[src/rtl/instruction_fetch_if.sv]
// Fetch-stage bus: instruction-memory read port plus the decoder handshake.
// The fetch unit is the master; memory and decoder together form the slave side.
interface instruction_fetch_if #(
    parameter int unsigned WORD_SIZE = 32
);
    // Memory read port
    logic                 mem_req;
    logic [WORD_SIZE-1:0] mem_addr;
    logic                 mem_ready;
    logic [WORD_SIZE-1:0] mem_data;

    // Decoder handshake
    logic                 instr_valid;
    logic [WORD_SIZE-1:0] instr;
    logic [WORD_SIZE-1:0] instr_pc;
    logic                 instr_ready;

    modport master (
        output mem_req,
        output mem_addr,
        input  mem_ready,
        input  mem_data,
        output instr_valid,
        output instr,
        output instr_pc,
        input  instr_ready
    );

    modport slave (
        input  mem_req,
        input  mem_addr,
        output mem_ready,
        output mem_data,
        input  instr_valid,
        input  instr,
        input  instr_pc,
        output instr_ready
    );
endinterface

[src/rtl/instruction_fetch.sv]
// Instruction fetch stage: reads the word at the current PC, holds it for the
// decoder, and steers the program counter (advance on accept, load on redirect).
module instruction_fetch #(
    parameter int unsigned WORD_SIZE  = 32,
    parameter int unsigned INSTR_STEP = 1
) (
    input  logic                 clock,
    input  logic                 reset_n,

    // Program counter
    input  logic [WORD_SIZE-1:0] pc_value,
    output logic                 pc_update_enable,
    output logic                 pc_set_enable,
    output logic [WORD_SIZE-1:0] pc_operand,

    // Control
    input  logic                 fetch_enable,
    input  logic                 redirect,
    input  logic [WORD_SIZE-1:0] redirect_target,
    output logic [WORD_SIZE-1:0] instr_count,

    // Memory and decoder
    instruction_fetch_if.master  bus
);

    typedef enum logic [1:0] {
        StIdle  = 2'd0,
        StFetch = 2'd1,
        StHold  = 2'd2
    } state_e;

    state_e               state_q;
    logic [WORD_SIZE-1:0] instr_q;
    logic [WORD_SIZE-1:0] instr_pc_q;
    logic [WORD_SIZE-1:0] count_q;

    logic redirect_act;
    logic mem_req;
    logic instr_valid;
    logic capture;
    logic accept;

    // Handshake and PC-control decode; redirect overrides everything outside IDLE
    always_comb begin
        redirect_act = redirect && (state_q != StIdle);
        mem_req      = (state_q == StFetch) && fetch_enable && !redirect;
        instr_valid  = (state_q == StHold) && !redirect;
        capture      = mem_req && bus.mem_ready;
        accept       = instr_valid && bus.instr_ready;

        pc_set_enable    = redirect_act;
        pc_update_enable = accept;
        pc_operand       = redirect_act ? redirect_target : WORD_SIZE'(INSTR_STEP);
    end

    assign bus.mem_req     = mem_req;
    assign bus.mem_addr    = pc_value;
    assign bus.instr_valid = instr_valid;
    assign bus.instr       = instr_q;
    assign bus.instr_pc    = instr_pc_q;
    assign instr_count     = count_q;

    // Fetch FSM with the held word and the accepted-instruction counter
    always_ff @(posedge clock or negedge reset_n) begin
        if (!reset_n) begin
            state_q    <= StIdle;
            instr_q    <= '0;
            instr_pc_q <= '0;
            count_q    <= '0;
        end else begin
            unique case (state_q)
                StIdle: begin
                    state_q <= StFetch;
                end
                StFetch: begin
                    if (capture) begin
                        instr_q    <= bus.mem_data;
                        instr_pc_q <= pc_value;
                        state_q    <= StHold;
                    end
                end
                StHold: begin
                    // A redirect discards the held word; the PC is reloaded this edge
                    if (redirect) begin
                        state_q <= StFetch;
                    end else if (accept) begin
                        count_q <= count_q + 1'b1;
                        state_q <= StFetch;
                    end
                end
                default: begin
                    state_q <= StIdle;
                end
            endcase
        end
    end

endmodule

[src/flat_wrapper.sv]
// flat-port wrapper written by rule: the top's interface ports become plain ports
module instruction_fetch_flat 
#(
    parameter int unsigned WORD_SIZE  = 32,
    parameter int unsigned INSTR_STEP = 1
)
  (clock, reset_n, pc_value, pc_update_enable, pc_set_enable, pc_operand, fetch_enable, redirect, redirect_target, instr_count, bus_mem_req, bus_mem_addr, bus_mem_ready, bus_mem_data, bus_instr_valid, bus_instr, bus_instr_pc, bus_instr_ready);
  instruction_fetch_if #(.WORD_SIZE(WORD_SIZE)) bus_i ();
  input  logic clock;
  input  logic reset_n;
  input  logic [WORD_SIZE-1:0] pc_value;
  output logic pc_update_enable;
  output logic pc_set_enable;
  output logic [WORD_SIZE-1:0] pc_operand;
  input  logic fetch_enable;
  input  logic redirect;
  input  logic [WORD_SIZE-1:0] redirect_target;
  output logic [WORD_SIZE-1:0] instr_count;
  output wire logic [$bits(bus_i.mem_req)-1:0] bus_mem_req;
  output wire logic [$bits(bus_i.mem_addr)-1:0] bus_mem_addr;
  input wire logic [$bits(bus_i.mem_ready)-1:0] bus_mem_ready;
  input wire logic [$bits(bus_i.mem_data)-1:0] bus_mem_data;
  output wire logic [$bits(bus_i.instr_valid)-1:0] bus_instr_valid;
  output wire logic [$bits(bus_i.instr)-1:0] bus_instr;
  output wire logic [$bits(bus_i.instr_pc)-1:0] bus_instr_pc;
  input wire logic [$bits(bus_i.instr_ready)-1:0] bus_instr_ready;
  assign bus_mem_req = bus_i.mem_req;
  assign bus_mem_addr = bus_i.mem_addr;
  assign bus_i.mem_ready = bus_mem_ready;
  assign bus_i.mem_data = bus_mem_data;
  assign bus_instr_valid = bus_i.instr_valid;
  assign bus_instr = bus_i.instr;
  assign bus_instr_pc = bus_i.instr_pc;
  assign bus_i.instr_ready = bus_instr_ready;
  instruction_fetch #(.WORD_SIZE(WORD_SIZE), .INSTR_STEP(INSTR_STEP)) u_core (.clock(clock), .reset_n(reset_n), .pc_value(pc_value), .pc_update_enable(pc_update_enable), .pc_set_enable(pc_set_enable), .pc_operand(pc_operand), .fetch_enable(fetch_enable), .redirect(redirect), .redirect_target(redirect_target), .instr_count(instr_count), .bus(bus_i));
endmodule
[config.mk]
export PLATFORM = sky130hd
export DESIGN_NAME = instruction_fetch_flat
export DESIGN_NICKNAME = d
export VERILOG_FILES = /design/src/rtl/instruction_fetch_if.sv /design/src/rtl/instruction_fetch.sv /design/src/flat_wrapper.sv
export SDC_FILE = /design/constraint.sdc
export NUM_CORES = 1
export LEC_CHECK = 0
export BUFFER_PORTS_ARGS = -buffer_cell sky130_fd_sc_hd__buf_2
export CAP_MARGIN = 10
export CORE_MARGIN = 3
export CORE_UTILIZATION = 45
export CTS_CLUSTER_DIAMETER = 200
export DETAILED_ROUTE_END_ITERATION = 6
export HOLD_SLACK_MARGIN = 0.03
export PLACE_DENSITY = 0.82
export SYNTH_ARGS = -nofsm -noshare
export SYNTH_HDL_FRONTEND = slang
export SYNTH_SLANG_ARGS = --single-unit
[constraint.sdc]
create_clock -name clock -period 4.5 [get_ports clock]
set_input_delay 0.45 -clock clock [delete_from_list [all_inputs] [get_ports clock]]
set_output_delay 0.45 -clock clock [all_outputs]
set_load 0.1 [all_outputs]
# Yosys cells after proc, flatten, opt, wreduce, memory -nomap -nowiden
# Cells that the tools add are included.
[word_totals]
regBits = 98
input_bits = 102
[classes]
add_sub_neg = 1
n_eq_ne = 4
n_mux = 5
n_bitwise = 1
reduce_logical = 12
[ops]
columns = ["operator", "count"]
rows = [
  ["$add A32 B1 Y32 const B", 1],
  ["$mux W32", 1],
  ["$logic_and A1 B1 Y1", 6],
  ["$mux W2", 3],
  ["$pmux W2 S3", 1],
  ["$reduce_and A2 Y1", 2],
  ["$ne A3 B3 Y1 const B", 1],
  ["$reduce_and A3 Y1", 1],
  ["$eq A2 B1 Y1 const B", 1],
  ["$eq A2 B2 Y1 const B", 1],
  ["$logic_not A2 Y1", 1],
  ["$ne A2 B1 Y1 const B", 1],
  ["$reduce_bool A2 Y1", 1],
  ["$logic_not A1 Y1", 1],
  ["$not A1 Y1", 1],
]

# Longest topological paths before layout
# Gate-level depths: netlist (run 1).
[logic_depth]
word_depth = 6
mapped_depth = 6

# Worst setup path before layout (run 1)
# No wires, ideal clock.
[synth_path]
kind = "input to output"
from = "input port redirect"
to = "output port pc_operand[22]"
arrival_ns = 2.478
required_ns = 4.050
setup_slack_ns = 1.572
stages = 3
n_path_buf = 1
cell_sequence = "o21a_1 clkbuf_1 and2_1"
[synth_between]
elab_chain_cells = 2
[synth_lines]
columns = ["element", "line_no", "text"]
rows = [
  ["from (decl)", "flat_wrapper.sv:16", "input logic redirect;"],
  ["$logic_and A1 B1 Y1", "instruction_fetch.sv:45", "redirect_act = redirect && (state_q != StIdle);"],
  ["net pc_set_enable", "flat_wrapper.sv:13", "output logic pc_set_enable;"],
  ["$mux W32", "instruction_fetch.sv:53", "pc_operand = redirect_act ? redirect_target : WORD_SIZE'(INSTR_STEP);"],
  ["to (decl)", "flat_wrapper.sv:14", "output logic [WORD_SIZE-1:0] pc_operand;"],
]
# The timed path passes the listed nets, and every way through them passes these cells.

# Worst setup path after layout (run 1)
[layout_path]
from = "register u_core.state_q[0]"
to = "output port pc_operand[27]"
[layout_between]
elab_chain_cells = 3
[layout_lines]
columns = ["element", "line_no", "text"]
rows = [
  ["from (decl)", "instruction_fetch.sv:32", "state_e state_q;"],
  ["from (signal assigned)", "instruction_fetch.sv:66", "state_q <= StIdle;"],
  ["from (signal assigned)", "instruction_fetch.sv:73", "state_q <= StFetch;"],
  ["from (signal assigned)", "instruction_fetch.sv:79", "state_q <= StHold;"],
  ["$reduce_bool A2 Y1", "instruction_fetch.sv:45", ""],
  ["$logic_and A1 B1 Y1", "instruction_fetch.sv:45", ""],
  ["$mux W32", "instruction_fetch.sv:53", ""],
]
# Every way passes these cells.

==> flow_summary.yaml, run 1 <==
floorplanning:
  dieArea_um2: 11200
  core_um2: 9460
  ios: 266
  start_util_pct: 47.4
  num_rows: 35
  die_w_um: 106
  fp.dieH_um: 106
clock_network:
  clock-root-buffer: "clkbuf_8"
  clock-sinks: 98
  clock_tree.htree_level_count: 3
  hold_buffers: 0
  cts_made_buffers: 9
  cts.repair.resized: 0
  post-cts-setup-buffer-count: 0
  cts_tree: "built"
  clk_pin_slew_ns: 0.10
  clk_latency_ns: 0.34
  clockBufferDepth: 2
synthesis:
  ys_warn_count: 0
  seq_area_frac_synth_pct: 54.7
  synth_cell_types: 30
  synth-xor-area-share_pct: 6.05
  synthMuxAreaShare_pct: 16.1
  synth_compound_area_share_pct: 0.391
  synthAdderAreaFrac_pct: 0.279
  synth_top_family_by_area: "multiplexers"
  syn_nets: 448
  synth_seq_cells: 98
  avgSynthCellArea_um2: 13.0
  synth_edf_count: 0
  synth_cells: 345
  synth-main-ff-cell: "dfrtp_1"
  netlist_area_um2: 4480
  async_flop_share_pct: 100
  yosys.area_share.simple_pct: 15.1
route:
  drc: 0
  via_count: 3482
  drt_iter0_markers: 110
  finalWirelength_mm: 11.3
  vias_per_cell: 4.88
  post_drt_wl_per_cell_um: 15.9
  drtAntennaViolNets: 0
  first_pass_iters: 4
global_route:
  grt_busiest_layer: "met2"
  grtUsageTotal_pct: 20.2
  grt_use_met2_pct: 38.9
  grt.met1_usage_pct: 21.1
  grt_max_degree: 53
  antenna_found_initial: 1
  grt_overflow: 0
  grt_use_met3_pct: 4.53
  grt_pass1_vias: 3631
  grt_pass1_wl_mm: 17.9
pwr:
  p_sw_share_pct: 56.2
  clkPwrFrac_pct: 14.4
  comb_power_share_pct: 53.6
  p_leak_nw: 3.08
  ir_drop_uv: 288
  pwr-share-seq_pct: 32.0
  internal_power_mw: 1.51
  netSwitchingPower_mw: 1.94
  power.density_nw_per_um2: 590
timing:
  tns_ns: 0
  fin_skew_ns: 0.0128
  max_clock_freq_mhz: 395
  slew_headroom_pct: 34.2
  fin_crit_ns: 2.53
  timing.final.crit_share_pct: 56.2
  tightest_slew_ns: 0.984
  slew_viol_final: 0
  rsz0062_at_grt: "false"
  hold_viol_final: 0
  finalSetupViolations: 0
placement:
  hpwl_mm: 9.11
  place_inst: 696
  place_congestion: 0.870
  port_buffers: 265
finish:
  register_area_um2: 2450
  layout_commonest_cell: "buf_2"
  nets: 681
  final_cell_mix: "buf_2 (264), dfrtp_1 (98), mux2_2 (64)"
  nFillCells: 801
  drive_gt1_share_pct: 61.4
  syn_to_final_growth_pct: 30.5
  stdcell_count: 713
  multiInputGateArea_um2: 1700
critical_path:
  path_max_fanout: 33
  crit_type: "flip-flop to output port"
  setup.worst_path.start_class: "flip-flop"
  critPathRequiredTime_ns: 4.05
  arrival_ns: 2.08
  r2r-end: "u_core.bus.instr_pc[2]"
  reg2reg_from: "u_core.state_q[0]"
  reg2reg_slack_ns: 2.13
  worstSetupEndpointType: "output port"
  r2r_cells: 4
min_path:
  hold_class: "primary input to asynchronous set/reset pin"
outcome:
  outcome: "finished, final reports clean"
run:
  drv_cap: 0
==> worst max-delay path by stage <==
stage | startpoint | endpoint | slack, ns | cells past startpoint
finish | u_core.state_q[0] | pc_operand[27] | 1.97 | 3
global route | u_core.state_q[0] | pc_operand[19] | 1.74 | 3
CTS | u_core.state_q[0] | pc_operand[27] | 1.94 | 3
global placement | redirect | u_core.bus.instr_pc[8] | 2.07 | 5
floorplan | redirect | pc_operand[22] | 1.57 | 3
detailed placement | redirect | u_core.bus.instr_pc[2] | 2.03 | 5
==> critical path, cell delays in order (launching register included) <==
cell	delay, ns
dfrtp_1	0.42
o21a_1	0.64
and2_1	0.24
buf_2	0.43
==> synth_stat cells (all sizes together), types with 2 or more instances <==
cell	number	area share [%]
and2	32	4.5
and3	2	0.28
and4	4	0.78
buf	42	6.8
clkbuf	3	0.25
dfrtp	98	55
inv	5	0.42
mux2	64	16
nand2	14	1.2
nand2b	2	0.28
nand3	11	1.2
nand4	14	2.3
nor2	5	0.42
nor4	9	3.2
xnor2	24	4.7
xor2	7	1.4
==> sequential cells by signal, indices dropped and copies added (netlist names) <==
signal	cells
u_core.bus.instr	32
u_core.state_q	2
u_core.instr_count	32
u_core.bus.instr_pc	32
==> per-layer routing <==
layer	vias to the layer above	part of all wire (%)
li1	1612	-
met1	1674	34
met2	178	56
met3	18	7.1
met4	0	2.2
met5	-	0
==> power groups by stage <==
stage          Combinational, mW  Clock [mW]  Sequential, mW
2_1_floorplan              0.458           0            2.22
3_3_place_gp                1.84           0            1.11
3_5_place_dp                1.86           0            1.12
4_1_cts                     1.86       0.518            1.10
5_1_grt                     1.90       0.567            1.12
6_report                    1.85       0.498            1.10
==> metrics by stage <==
step	total power, mW	utilization, %	setup slack (ns)	area (µm²)	hold WS [ns]
after floorplan	2.68	-	1.57	4480	0.154
after global placement	2.95	60.0	2.07	5680	0.459
after detailed placement	2.98	60.0	2.03	5680	0.463
after CTS	3.48	61.8	1.94	5850	0.103
after global routing	3.59	61.9	1.74	5850	0.111
final	3.45	61.9	1.97	5850	0.0865
==> logic make-up after synthesis <==
family,Yosys count
xor gates and xnor gates,31
DFF,98
adders and majority gates,1
muxes,64
and+or+nand+nor,98
buffers and inverters,50
AOI/OAI and AO/OA,3
==> cell type report <==
cell class / count / area share, %
clock inverters: 6 / 0.727
well taps: 129 / 2.76
clock buffers: 10 / 2.18
inverters: 5 / 0.321
flip-flops and latches: 98 / 41.9
repair buffers: 267 / 23.0
diodes: 1 / 0.0428
multi-input cells: 197 / 29.1
No activity file was read; power rests on OpenSTA's default activity.
==> run 2: changes to the inputs <==
Settings changed: CORE_UTILIZATION 45 to 40, PLACE_DENSITY 0.82 to 0.78.
Clock period 4.5 ns to 2.19 ns, I/O delays scaled along.
==> flow_summary.yaml, run 2 (synthesis gave the netlist of run 1 again) <==
critical_path:
  crit_family: "buffers and inverters"
  worstSetupEndpointType: "output port"
  slowest_stage: "buf_2"
  reg2reg_from: "u_core.state_q[0]"
  arrival_ns: 1.77
  critPathRequiredTime_ns: 1.97
  r2r_cells: 5
  reg2reg_slack_ns: 0.34
  worstPathCellList: "o21a_2 > buf_4 > buf_2"
  path_buf_inv: 2
  setup.worst_path.start_class: "flip-flop"
  path_depth: 3
  startpoint: "u_core.state_q[0]"
  path_max_fanout: 23
  r2r-end: "u_core.instr_count[24]"
  cpPeakStageDelay_ns: 0.43
  crit_type: "flip-flop to output port"
route:
  first_pass_iters: 5
  finalWirelength_mm: 11.5
  drtAntennaViolNets: 0
  via_count: 3462
  vias_per_cell: 4.76
  drt_iter0_markers: 146
  post_drt_wl_per_cell_um: 15.8
  drc: 0
timing:
  hold_viol_final: 0
  fin_crit_ns: 1.99
  finalSetupViolations: 0
  tightest_slew_ns: 0.584
  timing.final.crit_share_pct: 90.9
  rsz0062_at_grt: "false"
  tns_ns: 0
  slew_viol_final: 0
  fin_skew_ns: 0.0137
  max_clock_freq_mhz: 502
  slew_headroom_pct: 60.8
floorplanning:
  fp.dieH_um: 112
  num_rows: 38
  start_util_pct: 41.2
  die_w_um: 112
  ios: 266
  core_um2: 10900
  dieArea_um2: 12500
finish:
  layout_commonest_cell: "buf_2"
  multiInputGateArea_um2: 1700
  nets: 685
  final_cell_mix: "buf_2 (235), dfrtp_1 (81), mux2_2 (64)"
  nFillCells: 882
  register_area_um2: 2470
  syn_to_final_growth_pct: 43.2
  stdcell_count: 727
  design_area_um2: 6420
  antennaDiodeCount: 0
  drive_gt1_share_pct: 64.9
placement:
  place_congestion: 0.880
  place_inst: 710
  port_buffers: 265
  placed_area_um2: 6200
  hpwl_mm: 9.24
outcome:
  outcome: "finished, final reports clean"
min_path:
  min_from: "bus_mem_data[16]"
  whs_endpoint: "u_core.bus.instr[16]"
  holdPathStages: 2
  hold_class: "primary input to flip-flop"
global_route:
  grt_overflow: 0
  grt_max_degree: 67
  grt_pass1_vias: 3589
  grt_pass1_wl_mm: 18.2
  antenna_found_initial: 0
  grtUsageTotal_pct: 18.1
clock_network:
  clock-sinks: 98
  clock_tree.htree_level_count: 3
  cts_tree: "built"
  clk_latency_ns: 0.36
  clock-root-buffer: "clkbuf_8"
  clockBufferDepth: 2
  post-cts-setup-buffer-count: 0
  clk_pin_slew_ns: 0.10
  cts_made_buffers: 9
run:
  drv_cap: 0
pwr:
  ir_drop_uv: 934
  power.density_nw_per_um2: 1150
  p_leak_nw: 3.21
run 2: cell count changes in the layout (fill, tap and decap cells not counted), sizes merged:
cell	delta
buf	+3
clkbuf	+1
bufinv	+1
diode	-1
inv	-1
clkinv	-1
dlygate4sd3	+1
run 2: worst reg2reg max path, cell delays in order, from the launching register on:
cell and delay [ns]:
dfrtp_1 0.43, nand4bb_1 0.21, buf_4 0.19, nor4_4 0.54, nand4_1 0.19, xnor2_1 0.17
run 2: worst max path at each step:
stage | slack, ns | endpoint
floorplan | 0.007 | u_core.instr_count[27]
global placement | 0.41 | pc_set_enable
detailed placement | 0.35 | u_core.instr_count[31]
CTS | 0.17 | pc_set_enable
global route | 0.08 | pc_set_enable
finish | 0.20 | pc_set_enable
run 2: layer usage:
layer	vias up	GRT usage (%)	wire length, µm
met5	-	0	0
met4	0	4.79	145
met3	11	7.23	1230
met2	180	34.1	6270
met1	1657	18.6	3830
li1	1614	-	-
run 2: what timing repair did:
action                     in CTS  in global routing
hold buffers                    1                  0
setup endpoints to repair       1                  0
gates resized for setup         1                  0
hold endpoints to repair       32                  0
run 2: area by class of cell:
type                            count  share of cell area [%]
Clock buffer                       11                    2.36
Sequential cell                    98                    38.5
Multi-Input combinational cell    197                    26.5
Inverter                            5                   0.351
Tap cell                          140                    2.73
Clock inverter                      5                   0.935
Timing Repair Buffer              271                    28.6
run 2: metrics by stage:
step | util, % | hold WS, ns | worst slack (ns) | total power, mW
CTS | 59.0 | 0.0695 | 0.171 | 7.48
global placement | 56.9 | 0.188 | 0.410 | 6.20
finish | 59.0 | 0.0857 | 0.198 | 7.41
floorplan | - | -0.0766 | 0.00682 | 5.51
global route | 59.0 | 0.0630 | 0.0766 | 7.68
detailed placement | 56.9 | 0.194 | 0.354 | 6.25
run 2: report_power, final:
| group | switching (mW) | internal (mW) |
|---|---|---|
| logic | 3.24 | 0.691 |
| clock network | 0.623 | 0.595 |
| registers | 0.143 | 2.12 |
| total | 4.00 | 3.40 |
==> run 3: changes to the inputs <==
--- a/config.mk
+++ b/config.mk
@@ -15,2 +15,3 @@
 export PLACE_DENSITY = 0.78
+export SETUP_SLACK_MARGIN = 0.2
 export SYNTH_ARGS = -nofsm -noshare
--- a/constraint.sdc
+++ b/constraint.sdc
@@ -3,2 +3,2 @@
 set_output_delay 0.219 -clock clock [all_outputs]
-set_load 0.1 [all_outputs]
+set_load 0.02 [all_outputs]
==> flow_summary.yaml, run 3 (synthesis gave the netlist of run 1 again) <==
outcome:
  outcome: "finished, final reports clean"
timing:
  hold_viol_final: 0
  tns_ns: 0
  fin_skew_ns: 0.0133
  slew_headroom_pct: 62.1
  worst_slack_ns: 0.403
  fin_crit_ns: 1.79
  max_clock_freq_mhz: 559
  timing.final.crit_share_pct: 81.6
  tightest_slew_ns: 0.568
  slew_viol_final: 0
  finalSetupViolations: 0
  rsz0062_at_grt: "false"
placement:
  place_congestion: 0.810
  port_buffers: 265
  hpwl_mm: 9.36
  pre_cts_ws_ns: 0.401
critical_path:
  path_max_fanout: 9
  cpPeakStageDelay_ns: 0.50
  critPathRequiredTime_ns: 2.43
  slowest_stage: "nor4_4"
  worstSetupEndpointType: "flip-flop"
  crit_family: "simple AND/OR/NAND/NOR gates"
  crit_type: "flip-flop to flip-flop"
  path_buf_inv: 1
  arrival_ns: 2.03
  setup.worst_path.start_class: "flip-flop"
  worstPathCellList: "nand4bb_1 > buf_4 > nor4_4 > nand4_1 > xnor2_1"
pwr:
  power.density_nw_per_um2: 800
  p_leak_nw: 3.13
  ir_drop_uv: 407
clock_network:
  cts_made_buffers: 9
  clock-root-buffer: "clkbuf_8"
  clock-sinks: 98
  clockBufferDepth: 2
  clk_pin_slew_ns: 0.09
  clk_latency_ns: 0.36
  cts_tree: "built"
  clock_tree.htree_level_count: 3
  post-cts-setup-buffer-count: 0
finish:
  drive_gt1_share_pct: 61.8
  nFillCells: 972
  layout_commonest_cell: "buf_2"
  antennaDiodeCount: 0
  multiInputGateArea_um2: 1710
  final_cell_mix: "buf_2 (264), dfrtp_1 (98), mux2_2 (64)"
  register_area_um2: 2450
  syn_to_final_growth_pct: 32.7
  nets: 685
global_route:
  grtUsageTotal_pct: 18.6
  grt_pass1_vias: 3596
  grt_overflow: 0
  grt_pass1_wl_mm: 18.3
  grt_max_degree: 58
  antenna_found_initial: 0
route:
  routed.top_layer: "met4"
  post_drt_wl_per_cell_um: 16.0
  via_count: 3471
  drt_iter0_markers: 148
  drc: 0
  dr_wl_met2_mm: 6.33
  finalWirelength_mm: 11.6
  vias_per_cell: 4.77
  drtAntennaViolNets: 0
  met1_length_mm: 4.17
  first_pass_iters: 4
  wl_met3_um: 907
floorplanning:
  start_util_pct: 41.2
  num_rows: 38
  dieArea_um2: 12500
  core_um2: 10900
  fp.dieH_um: 112
  ios: 266
  die_w_um: 112
run:
  drv_cap: 0
min_path:
  hold_class: "primary input to flip-flop"
==> run 3: cell types whose count changed in the layout (fill, tap and decap cells not counted) <==
cell and change:
inv_1 +1, dfrtp_2 -17, clkinvlp_4 -2, buf_2 +29
buf_4 -1, bufinv_16 -1, buf_12 -28, o21a_4 +1
inv_6 -1, dfrtp_1 +17, o21a_2 -1, clkinv_2 +3
==> run 3: layout make-up <==
cell class                      instances  share of cell area [%]
Clock buffer                           11                    2.54
Clock inverter                          5                   0.484
Inverter                                5                   0.315
Multi-Input combinational cell        197                    28.7
Sequential cell                        98                    41.2
Tap cell                              140                    2.94
Timing Repair Buffer                  271                    23.8
==> run 3: repair_timing <==
| item | 4_1_cts | 5_1_grt |
|---|---|---|
| endpoints found under the hold margin | 41 | 0 |
| resized for setup | 1 | 1 |
| setup endpoints to repair | 33 | 1 |
| hold buffers | 1 | 0 |
==> run 3: layer usage <==
layer / vias up / global-route usage [%]
li1: 1624 / -
met1: 1649 / 20.2
met2: 184 / 34.9
met3: 14 / 3.86
met4: 0 / 7.46
met5: - / 0
==> run 3: power breakdown <==
part	switching, mW	leakage [nW]	internal [mW]
combinational	0.835	1.82	0.589
sequential	0.148	1.21	2.12
clock	0.602	0.0988	0.470
total	1.59	3.13	3.17
==> run 3: path summary, 6_finish.rpt <==
check	from	endpoint	slack, ns	depth (start not counted)
worst max-delay path	u_core.state_q[0]	u_core.instr_count[27]	0.40	5
worst min register to register	u_core.instr_count[31]	u_core.instr_count[31]	0.48	1
min in group asynchronous	reset_n	u_core.instr_count[25]	0.39	2
worst min-delay path	bus_mem_data[5]	u_core.bus.instr[5]	0.09	2
max in group asynchronous	reset_n	u_core.bus.instr_pc[21]	1.10	3
worst max register to register	u_core.state_q[0]	u_core.instr_count[27]	0.40	5
==> run 3: per-stage QoR <==
stage	total power, mW	utilization, %	hold slack, ns	cells	cell area (µm²)
floorplan	3.17	-	-0.0766	345	4480
global placement	3.70	52.8	0.247	710	5750
detailed placement	3.75	52.8	0.258	710	5750
CTS	4.84	54.6	0.0598	727	5940
global route	5.03	54.6	0.0618	727	5950
finish	4.76	54.6	0.0873	727	5950
==> run 3: worst register-to-register path, cell delays in order, from the launching register on <==
cell and delay [ns]:
dfrtp_1 0.43, nand4bb_1 0.20, buf_4 0.18, nor4_4 0.50, nand4_1 0.20, xnor2_1 0.16
